**src/rtl/byte_serial_subtractor_pkg.sv**
```systemverilog
// Shared definitions for the byte-serial subtractor: FSM states and width defaults.
package byte_serial_subtractor_pkg;

    localparam int DATA_W_DEF     = 32;
    localparam int SLICE_W_DEF    = 8;
    localparam int NUM_SLICES_DEF = DATA_W_DEF / SLICE_W_DEF;

    typedef enum logic [1:0] {
        IDLE = 2'd0,
        CALC = 2'd1,
        DONE = 2'd2
    } state_t;

endpackage

```
**src/rtl/byte_serial_subtractor_sub_slice.sv**
```systemverilog
// One SLICE_W-bit combinational adder slice with carry in/out.
module sub_slice #(
    parameter int SLICE_W = 8
) (
    input  logic [SLICE_W-1:0] a,
    input  logic [SLICE_W-1:0] b,
    input  logic               cin,
    output logic [SLICE_W-1:0] sum,
    output logic               cout
);

    assign {cout, sum} = {1'b0, a} + {1'b0, b} + {{SLICE_W{1'b0}}, cin};

endmodule

```
**src/rtl/byte_serial_subtractor.sv**
```systemverilog
// Multi-cycle subtractor: i_a - i_b, one SLICE_W-bit slice per clock, borrow kept in a register.
// Optional signed overflow output o_overflow enabled by defining SUB_OVERFLOW_EN.
module byte_serial_subtractor
    import byte_serial_subtractor_pkg::*;
#(
    parameter int DATA_W  = DATA_W_DEF,
    parameter int SLICE_W = SLICE_W_DEF
) (
    input  logic              i_clk,
    input  logic              i_rst_n,
    input  logic              i_valid,
    output logic              o_ready,
    input  logic [DATA_W-1:0] i_a,
    input  logic [DATA_W-1:0] i_b,
    output logic              o_valid,
    input  logic              i_ready,
    output logic [DATA_W-1:0] o_diff,
    output logic              o_borrow
`ifdef SUB_OVERFLOW_EN
    ,
    output logic              o_overflow
`endif
);

    localparam int NUM_SLICES = DATA_W / SLICE_W;
    localparam int CNT_W      = (NUM_SLICES > 1) ? $clog2(NUM_SLICES) : 1;
    localparam int IDX_W      = (DATA_W > 1) ? $clog2(DATA_W) : 1;

    if ((SLICE_W < 1) || ((DATA_W % SLICE_W) != 0)) begin : g_bad_width
        $error("DATA_W must be a positive multiple of SLICE_W");
    end

    state_t             state_q, state_d;
    logic [DATA_W-1:0]  a_q, b_q, diff_q;
    logic [CNT_W-1:0]   cnt_q;
    logic               carry_q;
    logic               borrow_q;
    logic [IDX_W-1:0]   slice_lo;
    logic               last_slice;
    logic [SLICE_W-1:0] slice_a, slice_nb, slice_r;
    logic               slice_c;

    always_comb begin
        slice_lo   = IDX_W'(int'(cnt_q) * SLICE_W);
        last_slice = (cnt_q == CNT_W'(NUM_SLICES - 1));
        slice_a    = a_q[slice_lo +: SLICE_W];
        slice_nb   = ~b_q[slice_lo +: SLICE_W];
    end

    // a - b computed as a + ~b + 1; the +1 enters as the initial carry.
    sub_slice #(.SLICE_W(SLICE_W)) u_slice (
        .a    (slice_a),
        .b    (slice_nb),
        .cin  (carry_q),
        .sum  (slice_r),
        .cout (slice_c)
    );

    always_ff @(posedge i_clk or negedge i_rst_n) begin
        if (!i_rst_n) state_q <= IDLE;
        else          state_q <= state_d;
    end

    always_comb begin
        state_d = state_q;
        case (state_q)
            IDLE:    if (i_valid)    state_d = CALC;
            CALC:    if (last_slice) state_d = DONE;
            DONE:    if (i_ready)    state_d = IDLE;
            default:                 state_d = IDLE;
        endcase
    end

`ifdef SUB_OVERFLOW_EN
    logic overflow_q;
`endif

    always_ff @(posedge i_clk or negedge i_rst_n) begin
        if (!i_rst_n) begin
            a_q      <= '0;
            b_q      <= '0;
            diff_q   <= '0;
            cnt_q    <= '0;
            carry_q  <= 1'b0;
            borrow_q <= 1'b0;
`ifdef SUB_OVERFLOW_EN
            overflow_q <= 1'b0;
`endif
        end else begin
            case (state_q)
                IDLE: if (i_valid) begin
                    a_q     <= i_a;
                    b_q     <= i_b;
                    carry_q <= 1'b1;
                    cnt_q   <= '0;
                end
                CALC: begin
                    diff_q[slice_lo +: SLICE_W] <= slice_r;
                    carry_q <= slice_c;
                    cnt_q   <= cnt_q + CNT_W'(1);
                    if (last_slice) begin
                        borrow_q <= ~slice_c;
`ifdef SUB_OVERFLOW_EN
                        overflow_q <= (a_q[DATA_W-1] != b_q[DATA_W-1]) &&
                                      (slice_r[SLICE_W-1] != a_q[DATA_W-1]);
`endif
                    end
                end
                default: ;
            endcase
        end
    end

    assign o_ready  = (state_q == IDLE);
    assign o_valid  = (state_q == DONE);
    assign o_diff   = diff_q;
    assign o_borrow = borrow_q;
`ifdef SUB_OVERFLOW_EN
    assign o_overflow = overflow_q;
`endif

endmodule

```
**config.mk**
```make
export PLATFORM = sky130hd
export DESIGN_NAME = byte_serial_subtractor
export DESIGN_NICKNAME = d
export VERILOG_FILES = /design/src/rtl/byte_serial_subtractor_pkg.sv /design/src/rtl/byte_serial_subtractor_sub_slice.sv /design/src/rtl/byte_serial_subtractor.sv
export SDC_FILE = /design/constraint.sdc
export NUM_CORES = 1
export LEC_CHECK = 0
export BUFFER_PORTS_ARGS = -buffer_cell sky130_fd_sc_hd__buf_2
export CORE_MARGIN = 1
export CORE_UTILIZATION = 50
export CTS_BUF_LIST = sky130_fd_sc_hd__clkbuf_8
export CTS_CLUSTER_SIZE = 12
export DETAILED_ROUTE_END_ITERATION = 10
export PLACE_DENSITY_LB_ADDON = 0.25
export RECOVER_POWER = 100
export SLEW_MARGIN = 20
export SYNTH_ARGS = -nofsm -noshare
export SYNTH_HDL_FRONTEND = slang
export SYNTH_SLANG_ARGS = --single-unit
```
**constraint.sdc**
```tcl
create_clock -name i_clk -period 8.4 [get_ports i_clk]
set_input_delay 0.84 -clock i_clk [delete_from_list [all_inputs] [get_ports i_clk]]
set_output_delay 0.84 -clock i_clk [all_outputs]
set_load 0.05 [all_outputs]
```
**Word level (Yosys, flattened, before mapping)**

Cells that the tools add are included.

- Flip-flop bits (word level): 102
- Bits of input ports: 68
- Output and inout bits: 35

- Add/sub/neg operators: 4
- Equal/unequal tests: 6
- Shift-type cells: 4
- Muxes and demuxes: 9
- Bitwise gates (word level): 2
- Reduce and logical (&&, ||, !) cells: 6

Operator list:

| cell | number |
|---|---|
| $shiftx 32x6->8 | 2 |
| $bwmux 32 | 1 |
| $shift 8x7->32 const A | 1 |
| $shiftx 8x7->32 | 1 |
| $add 8x8->9 | 1 |
| $add 9x1->9 | 1 |
| $mux 2 | 4 |
| $not 8->8 | 1 |
| $neg 5->7 | 1 |
| $pmux 2 s3 | 1 |
| $reduce_and 2->1 | 3 |
| $eq 2x2->1 const B | 2 |
| $ne 2x2->1 const B | 2 |
| $pmux 2 s2 | 1 |
| $reduce_and 3->1 | 1 |
| $add 2x1->2 const B | 1 |
| $eq 2x1->1 const B | 1 |
| $logic_not 2->1 | 1 |
| $ne 2x1->1 const B | 1 |
| $pmux 1 s2 | 1 |
| $reduce_bool 2->1 | 1 |
| $mux 1 | 1 |
| $not 1->1 | 1 |

**Logic depth before layout (Yosys ltp)**

- Depth after elaboration: 6
- Mapped depth: 11
- Depth with buffers taken out: 9

**Modules after synthesis**

A second synthesis with hierarchy kept.

- Cells, all modules: 380
- Area total of the unflattened synthesis: 5031.1 sq um

By module, submodules not included:

| module | instances | cells an instance | area an instance (sq um) | seq. area each (sq um) |
|---|---|---|---|---|
| byte_serial_subtractor | 1 | 338 | 4699.5 | 2552.4 |
| sub_slice | 1 | 42 | 331.6 | 0.0 |

**Least setup slack after synthesis**

No wires, ideal clock.

- Path type: register -> register
- Start point: register cnt_q[0]
- End point: register diff_q[14], in the netlist o_diff[14]
- Library setup time: 0.067 ns
- Arrival time: 2.806 ns
- Path slack: 5.527 ns
- Cell stages (with the launch flop): 10
- Buffers on the path: 1
- Clock period less this slack: 2.873 ns
- Path through: dfrtp_1 -> buf_2 -> mux4_2 -> fa_1 -> fa_1 -> nor2b_4 -> or2_4 -> nand4_1 -> a31oi_1 -> a22o_1

- Word-level cells in the longest chain between the ends: 6
- Elaborated cells on any way between the ends: 9

RTL lines:

| what | RTL line | RTL |
|---|---|---|
| start: declaration | byte_serial_subtractor.sv:35 | `logic [CNT_W-1:0] cnt_q;` |
| start signal: assignment | byte_serial_subtractor.sv:100 | `cnt_q <= cnt_q + CNT_W'(1);` |
| $shiftx 32x6->8 | byte_serial_subtractor.sv:47 | `slice_nb = ~b_q[slice_lo +: SLICE_W];` |
| $not 8->8 | byte_serial_subtractor.sv:47 |  |
| $add 8x8->9 | byte_serial_subtractor_sub_slice.sv:12 | `assign {cout, sum} = {1'b0, a} + {1'b0, b} + {{SLICE_W{1'b0}}, cin};` |
| $add 9x1->9 | byte_serial_subtractor_sub_slice.sv:12 |  |
| $shiftx 8x7->32 | byte_serial_subtractor.sv:98 | `diff_q[slice_lo +: SLICE_W] <= slice_r;` |
| $bwmux 32 * | byte_serial_subtractor.sv:98 |  |
| end signal: indexed assignment | byte_serial_subtractor.sv:98 |  |
| end: declaration | byte_serial_subtractor.sv:34 | `logic [DATA_W-1:0] a_q, b_q, diff_q;` |

Every way passes the cells marked *; elsewhere a longest branch is shown, timed or not.
A chain may end at the register's enable or synchronous reset.

==> impl_results.md <==
- Count of antenna-violating nets left after detailed routing: 0
- DRC: 0
- Worst setup path endpoint: a_q[16]
- Net count, final: 523
- CP bufs+invs: 2
- Crit share post-route: 0.576
- Htree depth: 3
- Initial standard-cell utilization of the core: 0.525
- Number of setup violations in the final report: 0
- Critical path depth in cells: 2
- Final number of hold-violating endpoints: 0
- Layout cell share with drive strength beyond 1: 0.257
- DPL Wire Length: between 7 and 8 mm
- Gr ovfl total: 0
- Number of DRC markers in iteration 0: ~130
- Routed wire length per instance: 17.1 um
- Num Clock Sinks: 102
- Number of max-slew violations in the final report: 151
- Biggest area contributors in the synthesized netlist: sky130_fd_sc_hd__dfrtp_1, sky130_fd_sc_hd__mux2_4, sky130_fd_sc_hd__mux4_2
- Number of antenna violations at the first check in global routing: 0
- Height of the chip: roughly 100 um
- Resize count post-CTS: 0
- Post-CTS Hold Buffers: 0
- Worst Path Arrival: between 4 and 5 ns
- Data required time at the worst endpoint: roughly 8.3 ns
- Syn Area/Cell: about 15 um2
- Share of async-settable or async-resettable flops after synthesis: 1.00
- Syn nets: ~420
- Synth Instances: around 340
- Hold Path Cell Cnt: 2
- Max cap viols: 3
- Wire length of the first global-routing pass: approximately 16 mm
- Count of input and output buffers: between 100 and 150
- Mapped Area: a little under 5000 um2
- Share of the yosys chip area belonging to registers: 0.519
- Largest net degree at the start of global routing: 65
- Worst r2r dst: o_diff[14]
- Proportion of netlist area held by the largest area contributor: 0.519
- Routed WL: around 10 mm
- Failing checks: max-capacitance violations, max-slew violations
- R2R setup slack: about 4.3 ns
- Post-synthesis register bit count: 102
- Worst path most repeated cell: sky130_fd_sc_hd__clkbuf_1
- Routability congestion estimate from global placement: around 0.80
- CP Launch Point: i_rst_n
- # IOs: slightly above 100
- Vias after detailed routing: 3002
- First-pass detailed-route iteration total: 4
- Maximum count of clock buffers along a single path: 2
- Category of the worst setup path launch point: primary input
- Area of the die: slightly above 10000 um2
- Time the worst path needs with I/O delays and setup: 4.84 ns
- CP endpoint kind: asynchronous set/reset pin
- Most used cells in the layout excluding fill and tap cells: sky130_fd_sc_hd__dfrtp_1, sky130_fd_sc_hd__buf_2, sky130_fd_sc_hd__mux2_1, sky130_fd_sc_hd__clkbuf_1, sky130_fd_sc_hd__a22o_1
- Antenna diode instance count: 0
- R2r worst-path depth: 9
- Setup TNS Final: 0 ns
- WS Path Type: primary input to asynchronous set/reset pin
- Most common library cell in the layout ignoring fill and taps: sky130_fd_sc_hd__dfrtp_1
- Post-synthesis cell type with the largest combined area: sky130_fd_sc_hd__dfrtp_1
- Status: finished, violations left
- Start of the worst register-to-register path: cnt_q[0]
- Via count of the first global-routing pass: just over 3000
- Placement Rows: 35
- CTS tree: done
- Worst-margin pin slew: 2.83 ns
- Worst path max stage delay: between 2 and 2.5 ns
- Area of the placeable core: 9370 um2
- Clock edge transition at the registers on the reported setup and hold paths: around 0.09 ns
- Cell with the largest stage delay on the worst path: sky130_fd_sc_hd__clkbuf_1
- Root Driver: sky130_fd_sc_hd__clkbuf_8
- Synth Warn #: 0
- Setup repair after global routing missed its margin: no
- # Post-CTS Setup Buffers: 0
- Number of enable flip-flop cells after synthesis: 0
- Crit path max fanout: 56
- CP delay by family, top: buffers and inverters
- Worst slew slack as a fraction of its limit: -0.887
- Vias per inst: 5.25
- Number of buffers created by CTS: 9
- Overall fraction of global-route tracks in use: 0.209
- Number of library cell types mapped by synthesis: 40
- Final clock skew: roughly 0.014 ns
- Main flop type after synthesis: sky130_fd_sc_hd__dfrtp_1
- Type of the most critical hold path: register to register
- Area growth, synth to finish: 9.84%
- Worst skew pair latency: 0.36 ns
- Die X-Extent: ~100 um
- Fmax: 207 MHz
- Chain of cells forming the critical path: clkbuf_1, clkbuf_1
==> logic make-up after synthesis <==
| family | synth area share |
|---|---|
| AO/OA/AOI/OAI | 0.0745 |
| XOR/XNOR | 0.00712 |
| buffers and inverters | 0.0343 |
| flip-flops | 0.519 |
| adder cells (fa/ha/maj) | 0.0412 |
| multiplexers | 0.267 |
| AND/OR/NAND/NOR | 0.0569 |
==> metal layers <==
metal  track usage  up-vias  part of all wire
li1              -     1419                 -
met1         0.291     1504              0.48
met2         0.336       75              0.48
met3        0.0373        4             0.035
met4        0.0613        0            0.0076
met5             0        -                 0
==> final cells by class <==
type                       count  area (um2)
timing repair buffer         107         488
sequential                   102        2550
multi-input combinational    205        1980
inverter                      15        56.3
fill                         870        3970
tap                          129         161
clock buffer                  10         138
clock inverter                 4        32.5
==> Yosys cell counts (2+ instances only) <==
cell type and instances:
sky130_fd_sc_hd__nand2_2 4, sky130_fd_sc_hd__nand4_1 4, sky130_fd_sc_hd__o21ai_1 3, sky130_fd_sc_hd__a21oi_1 2
sky130_fd_sc_hd__nor2_2 3, sky130_fd_sc_hd__mux4_2 16, sky130_fd_sc_hd__nand2b_1 5, sky130_fd_sc_hd__nand2_1 18
sky130_fd_sc_hd__inv_1 15, sky130_fd_sc_hd__a22o_1 22, sky130_fd_sc_hd__mux2_2 4, sky130_fd_sc_hd__buf_4 2
sky130_fd_sc_hd__buf_6 7, sky130_fd_sc_hd__dfrtp_1 102, sky130_fd_sc_hd__mux2_4 60, sky130_fd_sc_hd__fa_1 2
sky130_fd_sc_hd__a21oi_2 2, sky130_fd_sc_hd__xnor2_1 3, sky130_fd_sc_hd__o211ai_1 2, sky130_fd_sc_hd__o21ai_0 12
sky130_fd_sc_hd__nor2_1 14, sky130_fd_sc_hd__buf_2 3, sky130_fd_sc_hd__ha_1 13
==> sequential cells by signal (all words and copies together), names as in the netlist <==
| register | count |
|---|---|
| o_borrow | 1 |
| cnt_q | 2 |
| o_diff | 32 |
| b_q | 32 |
| carry_q | 1 |
| a_q | 32 |
| state_q | 2 |
==> how the worst min path moves through the flow <==
stage                     slack, ns       start         end
after floorplan                0.46  state_q[1]  state_q[0]
final                          0.49  o_diff[17]  o_diff[17]
after CTS                      0.48     i_rst_n  state_q[0]
after detailed placement       0.47  o_diff[16]  o_diff[16]
after global placement         0.46  o_diff[17]  o_diff[17]
after global routing           0.51     b_q[28]     b_q[28]
==> worst min-delay path: stages, from the launching register on <==
cell and delay [ns]:
sky130_fd_sc_hd__dfrtp_1 0.35, sky130_fd_sc_hd__nand2_1 0.05, sky130_fd_sc_hd__o21ai_0 0.06
==> through the flow <==
stage	std cells	setup WS (ns)	hold WS, ns	instance area (um2)	util
final	572	3.56	0.490	5410	0.577
after global routing	572	2.46	0.512	5410	0.577
after CTS	571	4.87	0.482	5690	0.607
after detailed placement	557	4.88	0.470	5520	0.589
after global placement	557	4.95	0.461	5520	0.589
after floorplan	335	5.53	0.457	4920	-
Power is left out: the tool's default activity adds up to more than one toggle a clock period on the data nets, which glitch-free logic cannot reach.
